### config.mk
export PLATFORM = sky130hd
export DESIGN_NAME = ysyx_24080006_mdu_ctrl
export DESIGN_NICKNAME = d
export VERILOG_FILES = /design/src/rtl/ysyx_24080006_mdu_ctrl_pkg.sv /design/src/rtl/ysyx_24080006_mdu_sign.sv /design/src/rtl/ysyx_24080006_mdu_ctrl.sv
export SDC_FILE = /design/constraint.sdc
export NUM_CORES = 1
export LEC_CHECK = 0
export BUFFER_PORTS_ARGS = -buffer_cell sky130_fd_sc_hd__buf_2
export CAP_MARGIN = 5
export CORE_ASPECT_RATIO = 1.4
export CORE_MARGIN = 2
export CORE_UTILIZATION = 53
export DETAILED_ROUTE_END_ITERATION = 10
export MAX_ROUTING_LAYER = met4
export PLACE_DENSITY = 0.88
export SETUP_SLACK_MARGIN = 0.3
export SYNTH_ARGS = -nofsm -noshare
export SYNTH_HDL_FRONTEND = slang
export SYNTH_SLANG_ARGS = --single-unit
### constraint.sdc
create_clock -name clock -period 4.2 [get_ports clock]
set_clock_uncertainty 0.15 [all_clocks]
set_input_delay 0.21 -clock clock [delete_from_list [all_inputs] [get_ports clock]]
set_output_delay 0.21 -clock clock [all_outputs]
set_load 0.01 [all_outputs]
### src/rtl/ysyx_24080006_mdu_ctrl_pkg.sv
// Shared MDU types: operation encoding, ALU borrow interface and sequencer states.
package ysyx_24080006_mdu_ctrl_pkg;

    localparam int XLEN      = 32;
    localparam int MUL_STEPS = 33;
    localparam int DIV_STEPS = 32;

    typedef enum logic [1:0] {
        MULL = 2'd0,
        MULH = 2'd1,
        DIV  = 2'd2,
        REM  = 2'd3
    } mdu_op_e;

    typedef struct packed {
        logic    mdu_enable;
        logic    signed_a;
        logic    signed_b;
        mdu_op_e mdu_op;
    } mdu_set_t;

    typedef struct packed {
        logic [XLEN:0] a;
        logic [XLEN:0] b;
    } mdu2alu_t;

    typedef struct packed {
        logic [XLEN+1:0] res_34;
    } alu2mdu_t;

    typedef enum logic [1:0] {
        IDLE = 2'd0,
        CALC = 2'd1,
        DONE = 2'd2
    } mdu_state_e;

    function automatic logic is_div_op(input mdu_op_e op);
        return (op == DIV) || (op == REM);
    endfunction

endpackage

### src/rtl/ysyx_24080006_mdu_sign.sv
// Operand preparation and result sign correction around the unsigned MDU core.
// Multiply operands are only widened (signed or zero extended to 33 bits);
// divide operands are reduced to magnitudes and the result signs are
// restored afterwards from flags captured when the op was accepted.
module ysyx_24080006_mdu_sign
    import ysyx_24080006_mdu_ctrl_pkg::*;
(
    input  logic            signed_a,
    input  logic            signed_b,
    input  logic [XLEN-1:0] rs1,
    input  logic [XLEN-1:0] rs2,
    output logic [XLEN:0]   mcand_ext,
    output logic [XLEN:0]   mplier_ext,
    output logic [XLEN-1:0] dvd_mag,
    output logic [XLEN:0]   dvs_mag,
    output logic            neg_q,
    output logic            neg_r,
    input  logic            neg_q_held,
    input  logic            neg_r_held,
    input  logic [XLEN-1:0] raw_q,
    input  logic [XLEN-1:0] raw_r,
    output logic [XLEN-1:0] fix_q,
    output logic [XLEN-1:0] fix_r
);

    logic neg_a;
    logic neg_b;

    // Widen multiply operands and form divide magnitudes with a local negator.
    always_comb begin
        neg_a      = signed_a & rs1[XLEN-1];
        neg_b      = signed_a & rs2[XLEN-1];
        mcand_ext  = {signed_a & rs1[XLEN-1], rs1};
        mplier_ext = {signed_b & rs2[XLEN-1], rs2};
        dvd_mag    = neg_a ? (~rs1 + XLEN'(1)) : rs1;
        dvs_mag    = {1'b0, (neg_b ? (~rs2 + XLEN'(1)) : rs2)};
        neg_q      = neg_a ^ neg_b;
        neg_r      = neg_a;
    end

    // Quotient is negated when operand signs differ; remainder follows the dividend.
    always_comb begin
        fix_q = neg_q_held ? (~raw_q + XLEN'(1)) : raw_q;
        fix_r = neg_r_held ? (~raw_r + XLEN'(1)) : raw_r;
    end

endmodule

### src/rtl/ysyx_24080006_mdu_ctrl.sv
// Multi-cycle M-extension sequencer. It owns no adder: every iteration
// borrows the shared EXU adder through mdu2alu/alu2mdu while mdu_busy is high.
// Multiply is a 33-step shift-add on 33-bit extended operands (the last step
// subtracts to give the sign bit its negative weight); divide is a 32-step
// restoring divide on magnitudes. Divide-by-zero and signed overflow are
// resolved in IDLE without touching the ALU.
module ysyx_24080006_mdu_ctrl
    import ysyx_24080006_mdu_ctrl_pkg::*;
(
    input  logic            clock,
    input  logic            reset,
    input  logic            in_valid,
    output logic            in_ready,
    input  mdu_set_t        mdu_set,
    input  logic [XLEN-1:0] rs1,
    input  logic [XLEN-1:0] rs2,
    input  logic            kill,
    output mdu2alu_t        mdu2alu,
    output logic            alu_sub,
    output logic            mdu_busy,
    input  alu2mdu_t        alu2mdu,
    output logic            out_valid,
    input  logic            out_ready,
    output logic [XLEN-1:0] result
);

    mdu_state_e      state;
    mdu_state_e      state_next;
    logic [5:0]      counter;
    logic [XLEN:0]   acc;
    logic [XLEN:0]   shreg;
    logic [XLEN:0]   opb;
    mdu_op_e         op_q;
    logic            neg_q_q;
    logic            neg_r_q;

    logic            accept;
    logic            div_zero;
    logic            div_ovf;
    logic            special;
    logic [XLEN-1:0] special_res;
    logic            is_mul_q;
    logic            last_step;

    logic [XLEN:0]   rem_shift;
    logic [XLEN:0]   step_a;
    logic [XLEN:0]   step_b;
    logic            step_sub;
    logic [XLEN:0]   acc_next;
    logic [XLEN:0]   shreg_next;
    logic [XLEN-1:0] calc_res;

    logic [XLEN:0]   mcand_ext;
    logic [XLEN:0]   mplier_ext;
    logic [XLEN-1:0] dvd_mag;
    logic [XLEN:0]   dvs_mag;
    logic            neg_q;
    logic            neg_r;
    logic [XLEN-1:0] fix_q;
    logic [XLEN-1:0] fix_r;

    ysyx_24080006_mdu_sign u_sign (
        .signed_a   (mdu_set.signed_a),
        .signed_b   (mdu_set.signed_b),
        .rs1        (rs1),
        .rs2        (rs2),
        .mcand_ext  (mcand_ext),
        .mplier_ext (mplier_ext),
        .dvd_mag    (dvd_mag),
        .dvs_mag    (dvs_mag),
        .neg_q      (neg_q),
        .neg_r      (neg_r),
        .neg_q_held (neg_q_q),
        .neg_r_held (neg_r_q),
        .raw_q      (shreg_next[XLEN-1:0]),
        .raw_r      (acc_next[XLEN-1:0]),
        .fix_q      (fix_q),
        .fix_r      (fix_r)
    );

    // Accept decision and the divide corner cases that bypass the iteration.
    always_comb begin
        accept   = (state == IDLE) && in_valid && mdu_set.mdu_enable && !kill;
        div_zero = (rs2 == '0);
        div_ovf  = mdu_set.signed_a && (rs1 == 32'h8000_0000) && (rs2 == 32'hFFFF_FFFF);
        special  = is_div_op(mdu_set.mdu_op) && (div_zero || div_ovf);
        if (mdu_set.mdu_op == DIV) begin
            special_res = div_zero ? '1 : rs1;
        end else begin
            special_res = div_zero ? rs1 : '0;
        end
        is_mul_q  = !is_div_op(op_q);
        last_step = is_mul_q ? (counter == 6'(MUL_STEPS - 1))
                             : (counter == 6'(DIV_STEPS - 1));
    end

    // One iteration: choose adder operands and fold the adder result back in.
    always_comb begin
        rem_shift = {acc[XLEN-1:0], shreg[XLEN-1]};
        if (is_mul_q) begin
            step_a     = acc;
            step_b     = shreg[0] ? opb : '0;
            step_sub   = last_step;
            acc_next   = alu2mdu.res_34[XLEN+1:1];
            shreg_next = {alu2mdu.res_34[0], shreg[XLEN:1]};
        end else begin
            step_a     = rem_shift;
            step_b     = opb;
            step_sub   = 1'b1;
            acc_next   = alu2mdu.res_34[XLEN+1] ? rem_shift : alu2mdu.res_34[XLEN:0];
            shreg_next = {1'b0, shreg[XLEN-2:0], ~alu2mdu.res_34[XLEN+1]};
        end
        case (op_q)
            MULL:    calc_res = shreg_next[XLEN-1:0];
            MULH:    calc_res = {acc_next[XLEN-2:0], shreg_next[XLEN]};
            DIV:     calc_res = fix_q;
            default: calc_res = fix_r;
        endcase
    end

    // State register.
    always_ff @(posedge clock or posedge reset) begin
        if (reset) begin
            state <= IDLE;
        end else begin
            state <= state_next;
        end
    end

    // Next-state logic; kill returns to IDLE from anywhere.
    always_comb begin
        state_next = state;
        case (state)
            IDLE: if (accept) state_next = special ? DONE : CALC;
            CALC: begin
                if (kill) begin
                    state_next = IDLE;
                end else if (last_step) begin
                    state_next = DONE;
                end
            end
            DONE: if (kill || out_ready) state_next = IDLE;
            default: state_next = IDLE;
        endcase
    end

    // FSM outputs; the adder inputs are forced to zero outside CALC.
    always_comb begin
        in_ready  = (state == IDLE);
        mdu_busy  = (state == CALC);
        out_valid = (state == DONE) && !kill;
        alu_sub   = (state == CALC) && step_sub;
        mdu2alu   = '0;
        if (state == CALC) begin
            mdu2alu.a = step_a;
            mdu2alu.b = step_b;
        end
    end

    // Operand latch, iteration registers, step counter and result register.
    always_ff @(posedge clock or posedge reset) begin
        if (reset) begin
            counter <= '0;
            acc     <= '0;
            shreg   <= '0;
            opb     <= '0;
            op_q    <= MULL;
            neg_q_q <= 1'b0;
            neg_r_q <= 1'b0;
            result  <= '0;
        end else if (accept) begin
            counter <= '0;
            acc     <= '0;
            op_q    <= mdu_set.mdu_op;
            neg_q_q <= neg_q;
            neg_r_q <= neg_r;
            if (is_div_op(mdu_set.mdu_op)) begin
                shreg <= {1'b0, dvd_mag};
                opb   <= dvs_mag;
            end else begin
                shreg <= mplier_ext;
                opb   <= mcand_ext;
            end
            if (special) begin
                result <= special_res;
            end
        end else if ((state == CALC) && !kill) begin
            acc     <= acc_next;
            shreg   <= shreg_next;
            counter <= counter + 6'd1;
            if (last_step) begin
                result <= calc_res;
            end
        end else begin
            counter <= '0;
        end
    end

endmodule
Yosys cells after proc, flatten, opt, wreduce, memory -nomap -nowiden
Index checks and enable logic that the tools add are counted.
{ "totals": {"output_inout_bits": 102, "ff_bits": 143, "in_bits": 108} }
{ "op_classes": {"n_reduce_logical": 21, "n_addsub": 5, "eq_ne": 15, "bitwise_logic": 9, "muxes": 35} }
{ "op_table": {"columns": ["cell", "n"], "rows": [
  ["33-bit two-way mux", 12],
  ["32-bit two-way mux", 11],
  ["32-bit by 1-bit adder with 32-bit output (second input constant)", 4],
  ["32-bit inverter", 4],
  ["32-bit one-hot mux with 3 select lines", 1],
  ["66-bit two-way mux", 1],
  ["32-bit == test (second input constant)", 2],
  ["32-bit logical NOT", 1],
  ["6-bit two-way mux", 2],
  ["2-bit == test (second input constant)", 5],
  ["2-bit two-way mux", 5],
  ["1-bit logical AND", 9],
  ["6-bit by 1-bit adder with 6-bit output (second input constant)", 1],
  ["6-bit by 5-bit == test with 1-bit output (second input constant)", 1],
  ["6-bit == test (second input constant)", 1],
  ["2-bit one-hot mux with 3 select lines", 1],
  ["3-bit AND reduction", 2],
  ["2-bit by 1-bit == test with 1-bit output (second input constant)", 2],
  ["2-bit logical NOT", 2],
  ["1-bit logical OR", 4],
  ["2-bit by 1-bit != test with 1-bit output (second input constant)", 2],
  ["2-bit nonzero test", 2],
  ["1-bit bitwise AND", 3],
  ["3-bit by 2-bit != test with 1-bit output (second input constant)", 1],
  ["other kinds (5)", 6]
]} }

Depth between registers and ports, before layout
Gate-level depths: netlist of run 1.
{ "logic_depth": {"depth_word": 10, "mapped_depth": 13} }

By module
A second synthesis of run 1 with hierarchy kept.
{ "unflattened": {"cells_unflattened": 1466, "area_unflattened_um2": 12913.6} }
{ "by_module_without_submodules": {"columns": ["module", "n_inst", "cells_per_inst", "area_each_um2"], "rows": [
  ["ysyx_24080006_mdu_ctrl", 1, 1002, 9729.3],
  ["ysyx_24080006_mdu_sign", 1, 464, 3184.3]
]} }

Least setup slack after synthesis of run 1
No wires, ideal clock.
{ "synth_timing": {"kind": "input-to-reg", "from": "input port alu2mdu[33] (netlist bit)", "to": "register result[10]", "path_stages": 11, "arrival_time_ns": 2.737, "slack_ns": 1.195, "cell_sequence": "buf_6 > buf_2 > mux2_1 > mux2i_1 > ha_1 > nand3_1 > nor2_1 > a31oi_1 > xnor2_1 > mux4_2 > a21o_1"} }
{ "synth_via": {"elab_chain_cells": 9} }
{ "synth_rtl": {"columns": ["item", "line_no", "source"], "rows": [
  ["from (decl)", "ysyx_24080006_mdu_ctrl.sv:21", "input alu2mdu_t alu2mdu,"],
  ["33-bit two-way mux or 1-bit inverter (tied branches)", "ysyx_24080006_mdu_ctrl.sv:110, ysyx_24080006_mdu_ctrl.sv:111", null],
  ["33-bit two-way mux", "ysyx_24080006_mdu_ctrl.sv:100", "if (is_mul_q) begin"],
  ["32-bit inverter (on tied branches)", "ysyx_24080006_mdu_sign.sv:44, ysyx_24080006_mdu_sign.sv:43", null],
  ["32-bit by 1-bit adder with 32-bit output (on tied branches)", "ysyx_24080006_mdu_sign.sv:44, ysyx_24080006_mdu_sign.sv:43", null],
  ["32-bit two-way mux (on tied branches)", "ysyx_24080006_mdu_sign.sv:44, ysyx_24080006_mdu_sign.sv:43", null],
  ["32-bit one-hot mux with 3 select lines (*)", "ysyx_24080006_mdu_ctrl.sv:113", "case (op_q)"],
  ["32-bit two-way mux (*)", "ysyx_24080006_mdu_ctrl.sv:191", "if (last_step) begin"],
  ["32-bit two-way mux (*)", "ysyx_24080006_mdu_ctrl.sv:187", "end else if ((state == CALC) && !kill) begin"],
  ["32-bit two-way mux (*)", "ysyx_24080006_mdu_ctrl.sv:171", "end else if (accept) begin"],
  ["to (signal assigned)", "ysyx_24080006_mdu_ctrl.sv:185", "result <= special_res;"],
  ["to (signal assigned)", "ysyx_24080006_mdu_ctrl.sv:192", "result <= calc_res;"],
  ["to (decl)", "ysyx_24080006_mdu_ctrl.sv:24", "output logic [XLEN-1:0] result"]
]} }
Every way passes the cells marked *; elsewhere a longest branch is shown, timed or not. The select of a mux whose other input is x is not followed.
A chain may end at the register's enable or synchronous reset.

Worst setup path in the final report of run 1
{ "layout_timing": {"from": "register op_q[1]", "to": "register result[27]"} }
{ "layout_via": {"elab_chain_cells": 10} }
{ "layout_rtl": {"columns": ["item", "line_no", "source"], "rows": [
  ["from (decl)", "ysyx_24080006_mdu_ctrl.sv:33", "mdu_op_e op_q;"],
  ["from (signal assigned)", "ysyx_24080006_mdu_ctrl.sv:174", "op_q <= mdu_set.mdu_op;"],
  ["2-bit == test (on tied branches)", "ysyx_24080006_mdu_ctrl_pkg.sv:38, ysyx_24080006_mdu_ctrl.sv:113", null],
  ["1-bit logical OR", "ysyx_24080006_mdu_ctrl_pkg.sv:38", "return (op == DIV) || (op == REM);"],
  ["33-bit two-way mux", "ysyx_24080006_mdu_ctrl.sv:100", null],
  ["32-bit inverter (on tied branches)", "ysyx_24080006_mdu_sign.sv:44, ysyx_24080006_mdu_sign.sv:43", null],
  ["32-bit by 1-bit adder with 32-bit output (on tied branches)", "ysyx_24080006_mdu_sign.sv:44, ysyx_24080006_mdu_sign.sv:43", null],
  ["32-bit two-way mux (on tied branches)", "ysyx_24080006_mdu_sign.sv:44, ysyx_24080006_mdu_sign.sv:43", null],
  ["32-bit one-hot mux with 3 select lines", "ysyx_24080006_mdu_ctrl.sv:113", null],
  ["32-bit two-way mux", "ysyx_24080006_mdu_ctrl.sv:191", null],
  ["32-bit two-way mux", "ysyx_24080006_mdu_ctrl.sv:187", null],
  ["32-bit two-way mux", "ysyx_24080006_mdu_ctrl.sv:171", null]
]} }
Several ways; a longest one is shown, not always the timed one. The select of a mux whose other input is x is not followed.

==> flow_summary.toml, run 1 <==
[outcome]
outcome = "completed"

[timing]
final_hold_viol_count = 0
setup_viol = 0
final.setup.tns_ns = 0
worstMarginPinSlew_ns = 1.20
rsz0062_at_grt = "false"
min_period_over_period_pct = 89.9
drv_slew = 0
fmax_mhz = 265
maxSlewHeadroom_pct = 20.2
finalCriticalPeriod_ns = 3.78

[synthesis]
synth_seq_area_share_pct = 28.9
ys_dominant_reg_cell = "dfrtp_1"
syn_area_per_cell_sq_um = 7.89
ys_ff_latch = 143
synth_edf_count = 0
syn_area_sq_um = 12400
asyncSetResetFlopFracSynth_pct = 100
synthCells = 1571
ys_warn_count = 0
syn_nets = 1684
netlist-cell-type-count = 89

[power]
comb_power_share_pct = 43.9
p_total_uw = 6940
pwr-share-seq_pct = 32.9
cellPowerDensity_nw_per_um2 = 486
clkPwrFrac_pct = 23.3
vdd_drop_max_uv = 332
switching_share_pct = 44.4
switching_power_uw = 3080
p_int_uw = 3860
leakage_uw = 0.00634

[drt]
wl_per_cell_um = 24.1
firstDrtPassIters = 10
drtIter0Drc = 1537
vias = 13200
viasPerCell = 6.52
drc = 0
finalWirelength_um = 48900
ant_nets = 0

[clocking]
clockBufferDepth = 2
root_buffer = "clkbuf_16"
h-tree-depth = 4
clock-sinks = 143
clk_latency_ns = 0.45
cts_tree = "done"
cts_resized = 0
clkSlewWorstSetupHoldPaths_ns = 0.07
cts_buffers = 17
cts_setup_buffers = 0

[critical_path]
cp_top_family = "compound AO/OA/AOI/OAI gates"
slowest_delay_ns = 0.71
critPathMaxFanout = 27
timing.rr.end = "result[27]$_DFFE_PP0P_"
regToRegSetupSlack_ns = 0.42
cp_slowest_cell = "nor4_4"
cp_num_cells = 8
cp-endpoint = "result[27]$_DFFE_PP0P_"
path_cells = "buf_4, mux2i_1, nand4_2, nor4_4, a311o_1, a21oi_1, a2111oi_0, a211o_1"
crit_buf_inv = 1
reg2reg_depth = 8
cp.arrival_ns = 4.01
cp.required_ns = 4.44
crit-reg2reg-launch = "op_q[1]$_DFFE_PP0P_"
endpoint_kind = "flop"
crit_start = "op_q[1]$_DFFE_PP0P_"
path_class = "reg2reg"
crit_path_start_kind = "flop"

[grt]
grt_start_max_net_pins = 144
grt_pass1_wl_um = 73600
antenna_found_initial = 1
first_global_vias = 12400
grtUsageTotal_pct = 40.2
overflow = 0

[layout]
fillers = 2045
drive_gt1_share_pct = 19.9
area_growth_pct = 15.2
final_cell_mix = "buf_2 (209), nor2_1 (172), o21ai_0 (153)"
final_common_cell = "buf_2"
nets = 1822

[die]
chipWidth_um = 133
die_y_um = 185
coreArea_sq_um = 23100
dieArea_sq_um = 24600
pin_count = 210
start_util_pct = 53.6
rows = 66

[hold_path]
hold_path_class = "in2reg"

[job]
cap_viol_max_count = 0

[placed_design]
hpwl_um = 36200
globalplace.congestion = 1.07
numPortBuffers = 209
synthesized netlist by cell type, types with 12 or more instances:
cell      instances  area share, %
a211oi_1         14           0.85
a21o_1           12           0.73
a21oi_1         112            4.5
a31oi_1          17           0.86
and2_1           42            2.1
buf_1            13           0.39
buf_2            27            1.1
clkbuf_1         93            2.8
dfrtp_1         143             29
inv_1            21           0.64
mux2_1           12            1.1
mux2_2           14            1.3
mux2i_1         101            8.2
nand2_1         135            4.1
nand3_1          57            2.3
nand4_1          16           0.81
nor2_1          174            5.3
nor3_1           47            1.9
nor4_1           14           0.71
o21ai_0         153            6.2
o21ai_1          15           0.61
o221ai_1         22            1.6
o31ai_1          18            1.1
or3_1            12           0.61
xnor2_1          55            3.9
xor2_1           51            3.6
cell type report:
cell class                 count  area [sq um]  share of cell area, %
multi-input combinational   1259          8080                   56.6
sequential                   143          3580                   25.1
timing repair buffer         266          1530                   10.7
clock buffer                  20           467                   3.27
tap                          306           383                   2.68
clock inverter                12           144                   1.01
inverter                      22          86.3                  0.605
antenna                        1          2.50                 0.0175
sequential cells by signal (all words and copies together) (netlist names):
register / count
neg_q_q: 1
neg_r_q: 1
acc: 33
counter: 6
opb: 33
result: 32
shreg: 33
op_q: 2
state: 2
routing by layer:
| metal | track usage [%] | up-vias | share of wire [%] |
|---|---|---|---|
| met4 | 26.8 | 0 | 7.7 |
| met5 | - | - | 0 |
| met3 | 6.57 | 192 | 8.0 |
| li1 | - | 5964 | - |
| met2 | 65.7 | 829 | 48 |
| met1 | 45.7 | 6251 | 36 |
power groups by stage:
stage	combinational (uW)	sequential, uW	clock (uW)
final	3040	2280	1610
after global routing	3260	2320	1670
after CTS	2990	2250	1620
after detailed placement	2950	2270	0
after global placement	2900	2250	0
after floorplan	2270	1910	0
logic make-up (layout without fill, tap and decap cells):
family / Yosys count / after routing / synth area share, %
and+or+nand+nor: 553 / 553 / 21.5
AOI/OAI and AO/OA: 453 / 453 / 22.8
buffers and inverters: 169 / 320 / 6.02
DFF: 143 / 143 / 28.9
muxes: 142 / 142 / 12.8
xor gates and xnor gates: 106 / 106 / 7.49
adders and majority gates: 5 / 5 / 0.505
other: 0 / 1 / 0
timing repair:
action / 4_1_cts / 5_1_grt
setup endpoints to repair: 0 / 3
hold buffers: 8 / 0
hold endpoints to repair: 151 / 0
worst min-delay path by stage:
| stage | slack [ns] | start | cells after the start | endpoint |
|---|---|---|---|---|
| 3_5_place_dp | 0.31 | opb[30]$_DFFE_PP0P_ | 2 | opb[30]$_DFFE_PP0P_ |
| 6_report | 0.004 | rs2[17] | 3 | shreg[17]$_DFFE_PP0P_ |
| 3_3_place_gp | 0.31 | opb[25]$_DFFE_PP0P_ | 1 | opb[25]$_DFFE_PP0P_ |
| 2_1_floorplan | 0.17 | mdu_set[0] | 2 | op_q[0]$_DFFE_PP0P_ |
| 5_1_grt | 0.02 | rs2[17] | 3 | shreg[17]$_DFFE_PP0P_ |
| 4_1_cts | 0.001 | rs1[27] | 3 | opb[27]$_DFFE_PP0P_ |
worst min-delay path, cell delays in order:
cell,delay (ns)
buf_2,0.14
o21ai_0,0.15
o21ai_0,0.07
metrics by stage:
step	setup slack (ns)	hold slack (ns)	utilization (%)	area, sq um	cells
after floorplan	1.20	0.173	-	12400	1571
after global placement	0.426	0.307	58.7	13600	1988
after detailed placement	0.394	0.313	58.7	13600	1988
after CTS	0.389	0.00102	61.7	14300	2028
after global routing	0.301	0.0234	61.7	14300	2029
final	0.425	0.00390	61.7	14300	2029
Note: power is estimated with default switching activity, not from simulation.
==> run 2: changes to the inputs <==
- ABC_AREA: default -> 1
- CORE_UTILIZATION: 53 -> 50
- PLACE_DENSITY: 0.88 -> 0.84
==> run 2 against run 1 <==
Effect of this change:
- power is 7.4% lower
- synthesized cell count up 37%
- cell count up 30%
- sequential power fell by 19%
- register-to-register slack better by 0.33 ns
- sequential share of layout area down 1.6 points
- wire length is 3.0% higher
==> flow_summary.toml, run 2 <==
[outcome]
outcome = "completed"

[clocking]
clock-sinks = 143
clkSlewWorstSetupHoldPaths_ns = 0.07
clockBufferDepth = 2
cts_resized = 0
clk_latency_ns = 0.46
root_buffer = "clkbuf_16"
cts_setup_buffers = 0
h-tree-depth = 4
cts_tree = "done"
cts_buffers = 17

[die]
die_y_um = 196
coreArea_sq_um = 26100
pin_count = 210
chipWidth_um = 141
start_util_pct = 50.7
rows = 70
dieArea_sq_um = 27800

[power]
cellPowerDensity_nw_per_um2 = 421
leakage_uw = 0.00762
vdd_drop_max_uv = 337

[grt]
grt_pass1_wl_um = 78400
first_global_vias = 14600
overflow = 0
antenna_found_initial = 1
grtUsageTotal_pct = 36.9
grt_start_max_net_pins = 77

[synthesis]
muxShareOfSynthArea_pct = 0
ys_dominant_reg_cell = "dfrtp_1"
synth-xor-area-share_pct = 2.58
synthCells = 2145
ys_warn_count = 0
yosysMostFrequentCell = "nand2_1"
synth_edf_count = 0
synth_top_family_by_area = "simple AND/OR/NAND/NOR gates"
synth_seq_area_share_pct = 27.1
yosysTopAreaCell = "dfrtp_1"
syn_area_per_cell_sq_um = 6.16
yosys.area_share.adder_pct = 0.473
syn_nets = 2258
synth-simple-area-share_pct = 34.4
netlist-cell-type-count = 51
ys_ff_latch = 143
syn_area_sq_um = 13200
yosys-top-cells-area = "dfrtp_1 (27%), nand2_1 (14%), o21ai_0 (7.8%), inv_1 (7.1%), nand3_1 (6.4%)"
asyncSetResetFlopFracSynth_pct = 100
synthTopCellsByCount = "nand2_1 (493), inv_1 (250), nor2_1 (220), o21ai_0 (206), nand3_1 (168)"
synth_top_area_share_pct = 27.1
synth_compound_area_share_pct = 23.6

[placed_design]
globalplace.congestion = 1.05
hpwl_um = 38000
numPortBuffers = 209
place_ws_ns = 0.884

[critical_path]
crit_buf_inv = 1
timing.rr.end = "result[17]$_DFFE_PP0P_"
cp_top_family = "simple AND/OR/NAND/NOR gates"
path_cells = "nand2_1, inv_1, nand2_1, nand3_1, nor2_1, nand2_1, nor2_2, nand3_1, nand2_1, a21oi_1, o21ai_0, nand4_1, nand2_1, nand2_1"
slowest_delay_ns = 0.59
endpoint_kind = "flop"
cp.required_ns = 4.39
cp-endpoint = "result[17]$_DFFE_PP0P_"
cp.arrival_ns = 3.64
cp_slowest_cell = "dfrtp_4"
crit_start = "op_q[1]$_DFFE_PP0P_"
crit-reg2reg-launch = "op_q[1]$_DFFE_PP0P_"
critPathMaxFanout = 24
cp_num_cells = 14
reg2reg_depth = 14
path_class = "reg2reg"
cpMostUsedCell = "nand2_1"
regToRegSetupSlack_ns = 0.75
crit_path_start_kind = "flop"

[layout]
fillers = 2545
drive_gt1_share_pct = 15.6
final_common_cell = "nand2_1"
nets = 2419
final_cell_mix = "nand2_1 (493), inv_1 (248), nor2_1 (218)"
area_growth_pct = 15.3
reg_top3 = "acc: 33 flops, opb: 33 flops, shreg: 33 flops"

[timing]
final.setup.tns_ns = 0
fmax_mhz = 290
drv_slew = 0
maxSlewHeadroom_pct = 27.6
finalCriticalPeriod_ns = 3.45
worstMarginPinSlew_ns = 1.08
min_period_over_period_pct = 82.1
setup_ws_ns = 0.752
setup_viol = 0
final_hold_viol_count = 0
rsz0062_at_grt = "false"

[drt]
finalWirelength_um = 50400
vias = 15800
wl_per_cell_um = 19.0
ant_nets = 0
drtIter0Drc = 1500
viasPerCell = 5.96
firstDrtPassIters = 8
drc = 0

[job]
cap_viol_max_count = 0

[hold_path]
hold_path_class = "in2reg"
run 2: changes by cell type after synthesis, moves of 42 or more:
cell / previous run / this run
nand2_1: 135 / 493
inv_1: 21 / 250
nor2_1: 174 / 220
mux2i_1: 101 / 0
xnor2_1: 55 / 4
and2_1: 42 / 0
nand3_1: 57 / 168
o21ai_0: 153 / 206
run 2: metal layers:
| metal | wire [um] | global-route usage, % | share of wire [%] | up-vias |
|---|---|---|---|---|
| li1 | - | - | - | 7468 |
| met1 | 19200 | 44.0 | 38 | 7220 |
| met2 | 23900 | 60.8 | 47 | 911 |
| met3 | 4380 | 4.79 | 8.7 | 166 |
| met4 | 2940 | 19.9 | 5.8 | 0 |
| met5 | 0 | - | 0 | - |
run 2: how the worst min path moves through the flow:
stage,start,endpoint,slack [ns],cells after the start
after floorplan,mdu_set[0],op_q[0]$_DFFE_PP0P_,0.18,2
after global placement,counter[0]$_DFF_PP0_,counter[0]$_DFF_PP0_,0.32,1
after detailed placement,result[19]$_DFFE_PP0P_,result[19]$_DFFE_PP0P_,0.32,2
after CTS,rs2[17],shreg[17]$_DFFE_PP0P_,0.001,3
after global routing,rs2[31],neg_q_q$_DFFE_PP0P_,0.01,2
final,rs2[31],neg_q_q$_DFFE_PP0P_,0.009,2
run 2: report_power, final:
group	switching, uW	leakage [uW]	internal, uW
Clock	728	0.000285	897
Sequential	213	0.00186	1630
Combinational	2040	0.00548	915
Total	2980	0.00762	3440
run 2: layout make-up:
| cell class | count | area (sq um) | share of cell area (%) |
|---|---|---|---|
| multi-input cells | 1618 | 8080 | 53.0 |
| inverters | 259 | 978 | 6.42 |
| repair buffers | 267 | 1580 | 10.4 |
| flip-flops and latches | 143 | 3580 | 23.5 |
| clock buffers | 18 | 429 | 2.82 |
| well taps | 324 | 405 | 2.66 |
| diodes | 1 | 2.50 | 0.0164 |
| clock inverters | 14 | 174 | 1.14 |
run 2: cells by family (layout without fill, tap and decap cells):
| logic type | after synthesis | in the layout |
|---|---|---|
| flip-flops | 143 | 143 |
| adder cells (fa/ha/maj) | 5 | 5 |
| AND/OR/NAND/NOR | 1030 | 1030 |
| XOR/XNOR | 39 | 39 |
| other | 0 | 1 |
| AO/OA/AOI/OAI | 544 | 544 |
| buffers and inverters | 384 | 558 |
run 2: what timing repair did:
item,CTS,global route
endpoints found under the hold margin,65,0
hold buffers,26,0
setup endpoints to repair,0,0
run 2: worst register-to-register path: stages (launching register included):
cell	delay [ns]
dfrtp_4	0.59
nand2_1	0.49
inv_1	0.32
nand2_1	0.17
nand3_1	0.21
nor2_1	0.18
nand2_1	0.08
nor2_2	0.16
nand3_1	0.10
nand2_1	0.19
a21oi_1	0.09
o21ai_0	0.14
nand4_1	0.27
nand2_1	0.15
nand2_1	0.06
run 2: metrics by stage:
| stage | instances | total power [uW] | util (%) | hold WS (ns) | area [sq um] |
|---|---|---|---|---|---|
| 2_1_floorplan | 2145 | 3900 | - | 0.181 | 13200 |
| 3_3_place_gp | 2585 | 4670 | 55.1 | 0.318 | 14400 |
| 3_5_place_dp | 2585 | 4710 | 55.1 | 0.319 | 14400 |
| 4_1_cts | 2643 | 6350 | 58.4 | 0.000988 | 15200 |
| 5_1_grt | 2644 | 6830 | 58.4 | 0.0123 | 15200 |
| 6_report | 2644 | 6420 | 58.4 | 0.00942 | 15200 |
